File: src/rtl/shift_accumulator.sv
// Neuron accumulator: sums signed shifted terms into a saturating ACC_W register and presents
// a DATA_W-clipped sum via valid/ready. Define SHIFT_ACC_RELU_EN to apply ReLU to out_sum.
module shift_accumulator #(
    parameter int DATA_W    = 32,
    parameter int ACC_W     = 40,
    parameter int MAX_TERMS = 64,
    parameter int CNT_W     = 7
) (
    input  logic              clk,
    input  logic              rst_n,
    input  logic [DATA_W-1:0] in_data,
    input  logic              in_valid,
    input  logic              in_last,
    output logic              in_ready,
    output logic [DATA_W-1:0] out_sum,
    output logic [CNT_W-1:0]  out_count,
    output logic              out_sat,
    output logic              out_len_err,
    output logic              out_valid,
    input  logic              out_ready
);

    typedef enum logic [1:0] {IDLE, ACCUM, DONE} state_e;

    localparam logic signed [ACC_W-1:0] ACC_MAX = {1'b0, {(ACC_W-1){1'b1}}};
    localparam logic signed [ACC_W-1:0] ACC_MIN = {1'b1, {(ACC_W-1){1'b0}}};
    localparam logic signed [ACC_W-1:0] OUT_MAX = {{(ACC_W-DATA_W+1){1'b0}}, {(DATA_W-1){1'b1}}};
    localparam logic signed [ACC_W-1:0] OUT_MIN = {{(ACC_W-DATA_W+1){1'b1}}, {(DATA_W-1){1'b0}}};

    state_e                    state_q;
    logic signed [ACC_W-1:0]   acc_q;
    logic [CNT_W-1:0]          cnt_q;
    logic                      sat_q;
    logic [DATA_W-1:0]         sum_q;
    logic [CNT_W-1:0]          count_q;
    logic                      osat_q;
    logic                      len_err_q;

    logic                      take;
    logic                      start;
    logic signed [ACC_W-1:0]   base_acc;
    logic [CNT_W-1:0]          base_cnt;
    logic                      base_sat;
    logic signed [ACC_W:0]     sum_x;
    logic                      ovf;
    logic signed [ACC_W-1:0]   acc_d;
    logic [CNT_W-1:0]          cnt_d;
    logic                      sat_d;
    logic                      hit_max;
    logic                      close;
    logic                      clip_hi;
    logic                      clip_lo;
    logic [DATA_W-1:0]         clip_val;
    logic [DATA_W-1:0]         sum_d;

    assign in_ready = (state_q != DONE) || out_ready;
    assign take     = in_valid && in_ready;
    // Any take outside ACCUM begins a fresh sum (IDLE, or DONE fast path on handshake).
    assign start    = (state_q != ACCUM);

    always_comb begin
        base_acc = start ? '0 : acc_q;
        base_cnt = start ? '0 : cnt_q;
        base_sat = start ? 1'b0 : sat_q;
        sum_x    = {base_acc[ACC_W-1], base_acc}
                 + {{(ACC_W+1-DATA_W){in_data[DATA_W-1]}}, in_data};
        ovf      = sum_x[ACC_W] != sum_x[ACC_W-1];
        acc_d    = ovf ? (sum_x[ACC_W] ? ACC_MIN : ACC_MAX) : sum_x[ACC_W-1:0];
        sat_d    = base_sat | ovf;
        cnt_d    = base_cnt + CNT_W'(1);
        hit_max  = (cnt_d == CNT_W'(MAX_TERMS));
        close    = in_last || hit_max;
        clip_hi  = acc_d > OUT_MAX;
        clip_lo  = acc_d < OUT_MIN;
        clip_val = clip_hi ? {1'b0, {(DATA_W-1){1'b1}}} :
                   clip_lo ? {1'b1, {(DATA_W-1){1'b0}}} : acc_d[DATA_W-1:0];
`ifdef SHIFT_ACC_RELU_EN
        sum_d    = clip_val[DATA_W-1] ? '0 : clip_val;
`else
        sum_d    = clip_val;
`endif
    end

    always_ff @(posedge clk or negedge rst_n) begin
        if (!rst_n) begin
            state_q   <= IDLE;
            acc_q     <= '0;
            cnt_q     <= '0;
            sat_q     <= 1'b0;
            sum_q     <= '0;
            count_q   <= '0;
            osat_q    <= 1'b0;
            len_err_q <= 1'b0;
        end else if (take) begin
            acc_q <= acc_d;
            cnt_q <= cnt_d;
            sat_q <= sat_d;
            if (close) begin
                state_q   <= DONE;
                sum_q     <= sum_d;
                count_q   <= cnt_d;
                osat_q    <= sat_d | clip_hi | clip_lo;
                len_err_q <= !in_last && hit_max;
            end else begin
                state_q <= ACCUM;
            end
        end else if (state_q == DONE && out_ready) begin
            state_q <= IDLE;
        end
    end

    assign out_valid   = (state_q == DONE);
    assign out_sum     = sum_q;
    assign out_count   = count_q;
    assign out_sat     = osat_q;
    assign out_len_err = len_err_q;

endmodule

File: config.mk
export PLATFORM = sky130hd
export DESIGN_NAME = shift_accumulator
export DESIGN_NICKNAME = d
export VERILOG_FILES = /design/src/rtl/shift_accumulator.sv
export SDC_FILE = /design/constraint.sdc
export NUM_CORES = 1
export LEC_CHECK = 0
export CAP_MARGIN = 20
export CELL_PAD_IN_SITES_DETAIL_PLACEMENT = 0
export CELL_PAD_IN_SITES_GLOBAL_PLACEMENT = 1
export CORE_MARGIN = 8
export CORE_UTILIZATION = 35
export CTS_BUF_LIST = sky130_fd_sc_hd__clkbuf_4 sky130_fd_sc_hd__clkbuf_8
export CTS_CLUSTER_DIAMETER = 80
export DETAILED_ROUTE_END_ITERATION = 16
export MAX_ROUTING_LAYER = met4
export PLACE_DENSITY = 0.69
export SLEW_MARGIN = 10
export SYNTH_ARGS = -nofsm -noshare
export SYNTH_HDL_FRONTEND = slang
export SYNTH_SLANG_ARGS = --single-unit
File: constraint.sdc
create_clock -name clk -period 3.8 [get_ports clk]
set_input_delay 0.76 -clock clk [delete_from_list [all_inputs] [get_ports clk]]
set_output_delay 0.76 -clock clk [all_outputs]
set_load 0.02 [all_outputs]
==> results of run 1 <==
cells by family after synthesis:
logic type | count (synthesis)
DFF | 91
muxes | 6
xor gates and xnor gates | 43
buffers and inverters | 71
and+or+nand+nor | 328
AOI/OAI and AO/OA | 262
adders and majority gates | 44
per-layer routing:
metal,share of wire,track usage
met1,0.46,0.250
met2,0.49,0.336
met3,0.023,0.0241
met4,0.024,0.0624
met5,0,-
path summary, 6_finish.rpt:
check	startpoint	to	slack, ns	cells after the start
min in group clk	acc_q[36]	acc_q[36]	0.48	2
setup / recovery	in_data[31]	out_sum[25]	-0.26	15
max in group asynchronous	rst_n	acc_q[15]	2.65	2
hold / removal	rst_n	out_count[3]	0.32	1
hold reg to reg	acc_q[36]	acc_q[36]	0.48	2
setup reg to reg	state_q[0]	out_sum[25]	-0.24	19
final cells by class:
cell class	instances	share of cell area
clock buffers	9	0.0125
multi-input cells	683	0.462
flip-flops and latches	91	0.229
clock inverters	7	0.00744
well taps	265	0.0334
repair buffers	280	0.251
inverters	12	0.00454
worst reg2reg max path, delay by kind of cell (launching register included):
kind / cells / cell delay [ns]
flops: 1 / 0.40
xor+xnor: 1 / 0.18
fa+ha+maj: 1 / 0.33
buf+inv: 5 / 0.78
compound gates: 3 / 0.52
simple gates: 9 / 1.75
registers in the layout (all words and copies together) (netlist names):
name	cells
sat_q	1
acc_q	40
out_sat	1
out_count	7
out_sum	32
state_q	2
out_len_err	1
cnt_q	7
cell usage in the layout, fill, tap and decap left out, types with 10 or more instances in the layout:
cell,instances
nor2_1,70
nand3_1,12
o21ai_0,94
a21oi_2,44
inv_1,12
ha_1,29
nand4_1,23
and2_1,39
and2_4,10
nand2_1,129
xor2_1,15
ha_4,11
clkdlybuf4s50_1,78
dfrtp_1,91
buf_4,184
o21ai_1,13
a21oi_1,48
xnor2_1,26
per-stage QoR:
| step | utilization | cell area [µm²] | TNS, ns |
|---|---|---|---|
| floorplan | - | 6970 | -0.00216 |
| global placement | 0.479 | 9190 | -35.44 |
| detailed placement | 0.479 | 9190 | -36.73 |
| CTS | 0.506 | 9710 | -6.66 |
| global route | 0.517 | 9920 | -17.29 |
| finish | 0.517 | 9920 | -7.36 |
power by group:
group	switching, µW	internal (µW)
Sequential	202	1330
Combinational	1990	1800
Clock	417	255
Total	2610	3380
timing repair:
action	CTS	global route
resized for setup	38	32
buffers inserted	9	5
cloned	3	1
pin swaps	13	8
setup endpoints to repair	69	72
==> results.cfg, run 1 <==
[route]
finalWirelength_mm = 22.8
avgRoutedWirePerCell_um = 16.9
ant_nets = 0
viasPerCell = 4.98
drt_iter0_drc = 262
drtPass1Iterations = 5
route.detailed.drc = 0
vias = 6707

[clocking]
clk_latency_ns = 0.39
clkTransAtPathRegs_ns = 0.11
clk_path_buf_depth = 2
clkSinkCount = 91
cts_tree = built
htreeDepth = 3
hold_buffers = 0
cts_inserted_buffers = 9
root_buffer = clkbuf_8

[critical_path]
crit_chain = clkdlybuf4s50_1 -> buf_12 -> ha_1 -> and3_1 -> a311oi_2 -> or3b_1 -> or3_1 -> o311a_1 -> nand2_1 -> nand4_1 -> or4_4 -> a21boi_4 -> buf_6 -> clkbuf_16 -> a21oi_2
cp_num_buf_inv = 4
cp_slowest_cell = clkdlybuf4s50_1
end_kind = register
crit_fanout = 9
path_delay_family = simple AND/OR/NAND/NOR gates
critical_path_arrival_ns = 4.34
cpPeakStageDelay_ns = 0.45
cp.required_ns = 4.08
path_class = in -> reg
start_kind = primary input

[worst_hold_path]
hold_class = in -> async

[timing]
max_freq_mhz = 247
finalCritPeriodShare = 1.07
drv_slew = 0
setup_viol = 34
timing.final.ws_setup_ns = -0.256
rsz0062_at_grt = true
slew-limit-headroom = 0.661
finClkSkew_ns = 0.0145
worst_pin_slew_ns = 0.504
fin_crit_ns = 4.06
whs_ns = 0.315
hold_viol = 0

[global_routing]
grt_pass1_vias = 6999
grt_overflow_total = 0
grt_util_all_layers = 0.201
grt_max_degree = 39
antenna_found_initial = 0
grt_pass1_wl_mm = 37.5

[cells_and_area]
seq_area_um2 = 2280
fillers = 1872
drive_gt1_frac = 0.304
diodes = 0
multi_input_area_um2 = 4590
syn2layout_area_growth_pct = 46.3
finalNetCount = 1156
final_cell_count_no_fill = 1347

[power_and_ir_drop]
pwr_density_cell_nw_per_um2 = 603
p_total_uw = 5990
ir_drop_uv = 316
leakagePower_uw = 0.00431

[synthesis]
syn_avg_cell_area_um2 = 8.03
yosysMostFrequentCell = nand2_1
netlist_top_cells_area = dfrtp_1, ha_1, o21ai_0
synth_xor_xnor_area_share = 0.0555
syn-cell-area_um2 = 6780
syn-num-nets = 924
ys_async_sr_fraction = 1.00
synth_edf_count = 0
post_synth_fa_ha_maj_area_fraction = 0.0815
yosysWarnings = 0
synth_top_family_by_area = compound AO/OA/AOI/OAI gates
ys_top_cells_by_count = nand2_1, o21ai_0, dfrtp_1
syn_inst = 845
synth_flop_cell = dfrtp_1
yosys.area_share.simple = 0.230
seq_area_frac_synth = 0.336
yosysTopAreaCellShare = 0.336
synth.mux.area_fraction = 0.00923
synth_seq_cells = 91
synth_compound_area_frac = 0.243
yosysTopAreaCell = dfrtp_1
ys_types = 62

[die]
die-area_um2 = 24100
fp.dieH_um = 155
die_w_um = 155
coreArea_um2 = 19200
rows = 51
start_util = 0.353
num_io_pins = 80

[placement]
dp_hpwl_mm = 17.2
place_congestion = 0.934
portBuffers = 79
dp.cells = 1313
post-place-ws_ns = -0.625

[status]
status = finished with violations
failed_checks = setup timing

[job]
cap_violations = 0
No activity file was read; power rests on OpenSTA's default activity.
==> run 2, diff against run 1 <==
==> constraint.sdc (replaced) <==
create_clock -name clk -period 3.2 [get_ports clk]
set_input_delay 0.64 -clock clk [delete_from_list [all_inputs] [get_ports clk]]
set_output_delay 0.64 -clock clk [all_outputs]
set_load 0.02 [all_outputs]
==> run 2 against run 1 <==
Against the previous run:
- final cell count is the same
- setup slack worse by 0.57 ns
- global-route usage fell by 0.75 points
- the flow still finishes with violations (setup timing)
==> results.cfg, run 2 (same netlist as run 1, synthesis figures left out) <==
[critical_path]
r2r_slack_ns = -0.83
cpPeakStageDelay_ns = 0.46
end_kind = register
critical_path_arrival_ns = 4.29
cp_slowest_cell = or4_4
r2r-start = state_q[0]
start_kind = register
reg2reg_to = out_sum[1]
crit_chain = nor2b_4 -> buf_12 -> and2_1 -> ha_2 -> and3_2 -> nand4_1 -> a21oi_2 -> a211oi_2 -> buf_4 -> o41a_1 -> mux2i_1 -> nor3_1 -> nand4_1 -> or4_4 -> a21boi_4 -> buf_12 -> buf_8 -> a21oi_2
crit_fanout = 41
path_class = reg -> reg
cp.required_ns = 3.47
r2r_cells = 18

[status]
failed_checks = setup timing
status = finished with violations

[clocking]
clk_path_buf_depth = 2
root_buffer = clkbuf_8
clk_latency_ns = 0.40
hold_buffers = 0
htreeDepth = 3
cts_tree = built
clkTransAtPathRegs_ns = 0.12
cts_inserted_buffers = 9
clkSinkCount = 91

[die]
coreArea_um2 = 19200
num_io_pins = 80
rows = 51
die-area_um2 = 24100
fp.dieH_um = 155
start_util = 0.353
die_w_um = 155

[timing]
rsz0062_at_grt = true
fin_crit_ns = 4.03
finalCritPeriodShare = 1.26
max_freq_mhz = 248
drv_slew = 0
timing.final.ws_setup_ns = -0.825
hold_viol = 0
slew-limit-headroom = 0.539
setup_viol = 75
finClkSkew_ns = 0.0244
worst_pin_slew_ns = 0.688
whs_ns = 0.252

[global_routing]
grt_max_degree = 52
grt_util_all_layers = 0.193
grt_overflow_total = 0
antenna_found_initial = 0
grt_pass1_vias = 6906
grt_pass1_wl_mm = 36.1

[cells_and_area]
diodes = 0
final_cell_mix = buf_4, nand2_1, dfrtp_1
finalNetCount = 1156
largest_register_ffs = 40
syn2layout_area_growth_pct = 44.5
drive_gt1_frac = 0.288
largest-register = acc_q
final_common_cell = buf_4

[power_and_ir_drop]
pwr_density_cell_nw_per_um2 = 717
ir_drop_uv = 376
leakagePower_uw = 0.00427
p_total_uw = 7030

[worst_hold_path]
hold_class = in -> async

[route]
viasPerCell = 4.95
drtPass1Iterations = 5
vias = 6664
ant_nets = 0
finalWirelength_mm = 21.8
drt_iter0_drc = 286
avgRoutedWirePerCell_um = 16.2
route.detailed.drc = 0

[placement]
portBuffers = 79
post-place-ws_ns = -1.12
place_congestion = 0.914
dp_hpwl_mm = 17.0

[job]
cap_violations = 0
run 2: cell count changes in the layout (fill, tap and decap cells not counted), sizes merged:
cell	before	now
clkinv	3	4
and2	50	51
clkbuf	10	9
clkinvlp	2	1
run 2: final cells by class:
cell class | instances | area, µm²
Clock buffer | 9 | 124
Clock inverter | 7 | 80.1
Fill cell | 1958 | 9410
Inverter | 12 | 45.0
Multi-Input combinational cell | 684 | 4490
Sequential cell | 91 | 2280
Tap cell | 265 | 332
Timing Repair Buffer | 279 | 2450
run 2: through the flow:
step | utilization | TNS [ns] | cells | instance area [µm²]
floorplan | - | -37.46 | 845 | 7020
global placement | 0.485 | -71.12 | 1321 | 9320
detailed placement | 0.485 | -72.26 | 1321 | 9320
CTS | 0.507 | -40.85 | 1345 | 9730
global route | 0.510 | -56.81 | 1347 | 9800
finish | 0.510 | -40.14 | 1347 | 9800
run 2: critical path: cells and delay by family (launching register included):
family	cells	cell delay (ns)
adders and majority gates	1	0.38
DFF	1	0.40
buffers and inverters	4	0.60
AOI/OAI and AO/OA	5	0.85
and+or+nand+nor	7	1.46
muxes	1	0.17
run 2: repair_timing:
item                       in CTS  in global routing
pin swaps                       5                  1
setup endpoints to repair      83                 83
gates resized for setup        27                 24
cloned                          2                  0
setup buffers                   6                  2
run 2: routing by layer:
layer | track usage | up-vias | routed length [µm]
met5 | - | - | 0
met4 | 0.0518 | 0 | 397
met3 | 0.0241 | 21 | 581
met2 | 0.326 | 98 | 10600
met1 | 0.241 | 3121 | 10200
li1 | - | 3424 | -
run 2: worst max path at each step:
stage,start,endpoint,slack (ns)
after global placement,in_data[12],out_sum[8],-1.12
final,state_q[0],out_sum[1],-0.83
after global routing,state_q[1],out_sum[4],-1.01
after floorplan,state_q[0],out_sum[8],-0.60
after detailed placement,in_data[31],out_sum[14],-1.12
after CTS,state_q[0],out_sum[16],-0.78
run 2: where the power goes:
group,internal (µW),total (µW),switching [µW]
registers,1570,1800,229
clock network,309,827,518
logic,2110,4400,2290
==> run 3, diff against run 2 <==
==> constraint.sdc (replaced) <==
create_clock -name clk -period 3.2 [get_ports clk]
set_input_delay 0.64 -clock clk [delete_from_list [all_inputs] [get_ports clk]]
set_output_delay 0.64 -clock clk [all_outputs]
set_load 0.1 [all_outputs]
==> run 3 against run 2 <==
Against the previous run:
- the flow still finishes with violations (setup timing)
- worst hold slack lost 0.030 ns
- sequential share of layout area is essentially flat
- register-to-register slack lost 0.02 ns
- critical endpoint is now out_sum[21]
- largest cell class unchanged
- largest power group unchanged
- highest routed layer unchanged
==> results.cfg, run 3 (same netlist as run 1, synthesis figures left out) <==
[status]
status = finished with violations
failed_checks = setup timing

[route]
finalWirelength_mm = 22.5
drtPass1Iterations = 5
avgRoutedWirePerCell_um = 16.6
viasPerCell = 4.96
route.detailed.drc = 0
ant_nets = 0
drt_iter0_drc = 301
vias = 6732

[clocking]
clk_latency_ns = 0.39
cts_tree = built
htreeDepth = 3
cts_inserted_buffers = 9
root_buffer = clkbuf_8
clkSinkCount = 91
hold_buffers = 0
clkTransAtPathRegs_ns = 0.11
clk_path_buf_depth = 2

[die]
die_w_um = 155
fp.dieH_um = 155
num_io_pins = 80
start_util = 0.353
rows = 51
coreArea_um2 = 19200
die-area_um2 = 24100

[cells_and_area]
syn2layout_area_growth_pct = 44.7
final_common_cell = buf_4
largest-register = acc_q
multi_input_area_um2 = 4520
final_cell_count_no_fill = 1356
seq_area_um2 = 2280
drive_gt1_frac = 0.344
finalNetCount = 1165
final_cell_mix = buf_4, nand2_1, o21ai_0, dfrtp_1, nor2_1
fillers = 1896
diodes = 0
largest_register_ffs = 40

[critical_path]
end_kind = register
cp_slowest_cell = or4_4
r2r_slack_ns = -0.84
start_kind = register
crit_chain = nor2b_4 -> buf_12 -> buf_16 -> and2_1 -> ha_1 -> nand4_1 -> nor4_2 -> buf_4 -> nand2_1 -> o211ai_1 -> nor2_1 -> xnor2_1 -> nor3_1 -> nand4_1 -> or4_4 -> a21boi_4 -> buf_4 -> buf_16 -> a21oi_2
reg2reg_to = out_sum[21]
path_class = reg -> reg
cpPeakStageDelay_ns = 0.46
critical_path_arrival_ns = 4.32
crit_end = out_sum[21]
path_depth = 19
crit_fanout = 12
r2r_cells = 19
cp-startpoint = state_q[0]
path_delay_family = simple AND/OR/NAND/NOR gates
cp.required_ns = 3.47
cp_num_buf_inv = 5
r2r-start = state_q[0]

[timing]
hold_viol = 0
drv_slew = 0
fin_crit_ns = 4.04
finalCritPeriodShare = 1.26
finClkSkew_ns = 0.0184
rsz0062_at_grt = true
setup_viol = 74
timing.final.ws_setup_ns = -0.843
worst_pin_slew_ns = 0.560
max_freq_mhz = 247
whs_ns = 0.222
slew-limit-headroom = 0.627

[power_and_ir_drop]
ir_drop_uv = 550
leakagePower_uw = 0.00437
pwr_density_cell_nw_per_um2 = 825

[job]
cap_violations = 0

[placement]
dp_hpwl_mm = 17.0
place_congestion = 0.901
dp.cells = 1324
portBuffers = 79

[global_routing]
grt_pass1_vias = 7090
grt_overflow_total = 0
grt_util_all_layers = 0.197
antenna_found_initial = 0
grt_pass1_wl_mm = 37.0
grt_max_degree = 88

[worst_hold_path]
hold_class = in -> async
==> run 3: cell count changes in the layout (fill, tap and decap cells not counted), moves of 2 or more <==
cell,delta
clkinv_4,-2
inv_6,+3
clkdlybuf4s50_1,-43
clkinv_8,-2
o21ai_1,-6
and2_1,-4
a21oi_1,-6
o21ai_0,+5
and2_4,+3
a21oi_2,+5
buf_4,+52
==> run 3: cell type report <==
type | instances | area share
timing repair buffer | 289 | 0.249
inverter | 12 | 0.00459
clock inverter | 6 | 0.00535
sequential | 91 | 0.232
tap | 265 | 0.0338
multi-input combinational | 683 | 0.461
clock buffer | 10 | 0.0140
==> run 3: worst reg2reg max path: cells and delay by family, from the launching register on <==
kind / cells / cell delay [ns]
simple gates: 9 / 1.77
buf+inv: 5 / 0.75
compound gates: 3 / 0.46
flops: 1 / 0.40
fa+ha+maj: 1 / 0.35
xor+xnor: 1 / 0.19
==> run 3: metrics by stage <==
stage	power (µW)	instance area, µm²	TNS [ns]	util	setup WS, ns
floorplan	5200	7020	-38.75	-	-0.608
global placement	7080	9240	-66.00	0.481	-1.06
detailed placement	7110	9240	-67.89	0.481	-1.11
CTS	8060	9630	-45.63	0.501	-0.845
global route	8680	9810	-58.99	0.511	-1.07
finish	8100	9810	-43.58	0.511	-0.843
==> run 3: how the worst min path moves through the flow <==
stage,from,endpoint,slack [ns]
finish,rst_n,out_count[4],0.22
global route,rst_n,out_count[3],0.25
CTS,rst_n,out_count[4],0.24
detailed placement,acc_q[27],acc_q[27],0.46
global placement,acc_q[29],acc_q[29],0.45
floorplan,rst_n,acc_q[0],0.34
==> run 3: power by group <==
| part | leakage (µW) | switching (µW) | total (µW) | internal [µW] |
|---|---|---|---|---|
| Clock | 0.0000918 | 486 | 804 | 318 |
| Sequential | 0.00108 | 233 | 1810 | 1570 |
| Combinational | 0.00319 | 3390 | 5490 | 2100 |
==> run 3: repair_timing <==
item / in CTS / in global routing
setup endpoints to repair: 74 / 82
gates resized for setup: 19 / 34
setup buffers: 9 / 4
gates cloned: 2 / 1
pin swaps: 8 / 6
==> run 3: routing by layer <==
metal,wire length (µm),global-route usage,vias up
li1,-,-,3441
met1,10600,0.246,3169
met2,11000,0.333,96
met3,519,0.0266,26
met4,403,0.0481,0
met5,0,-,-
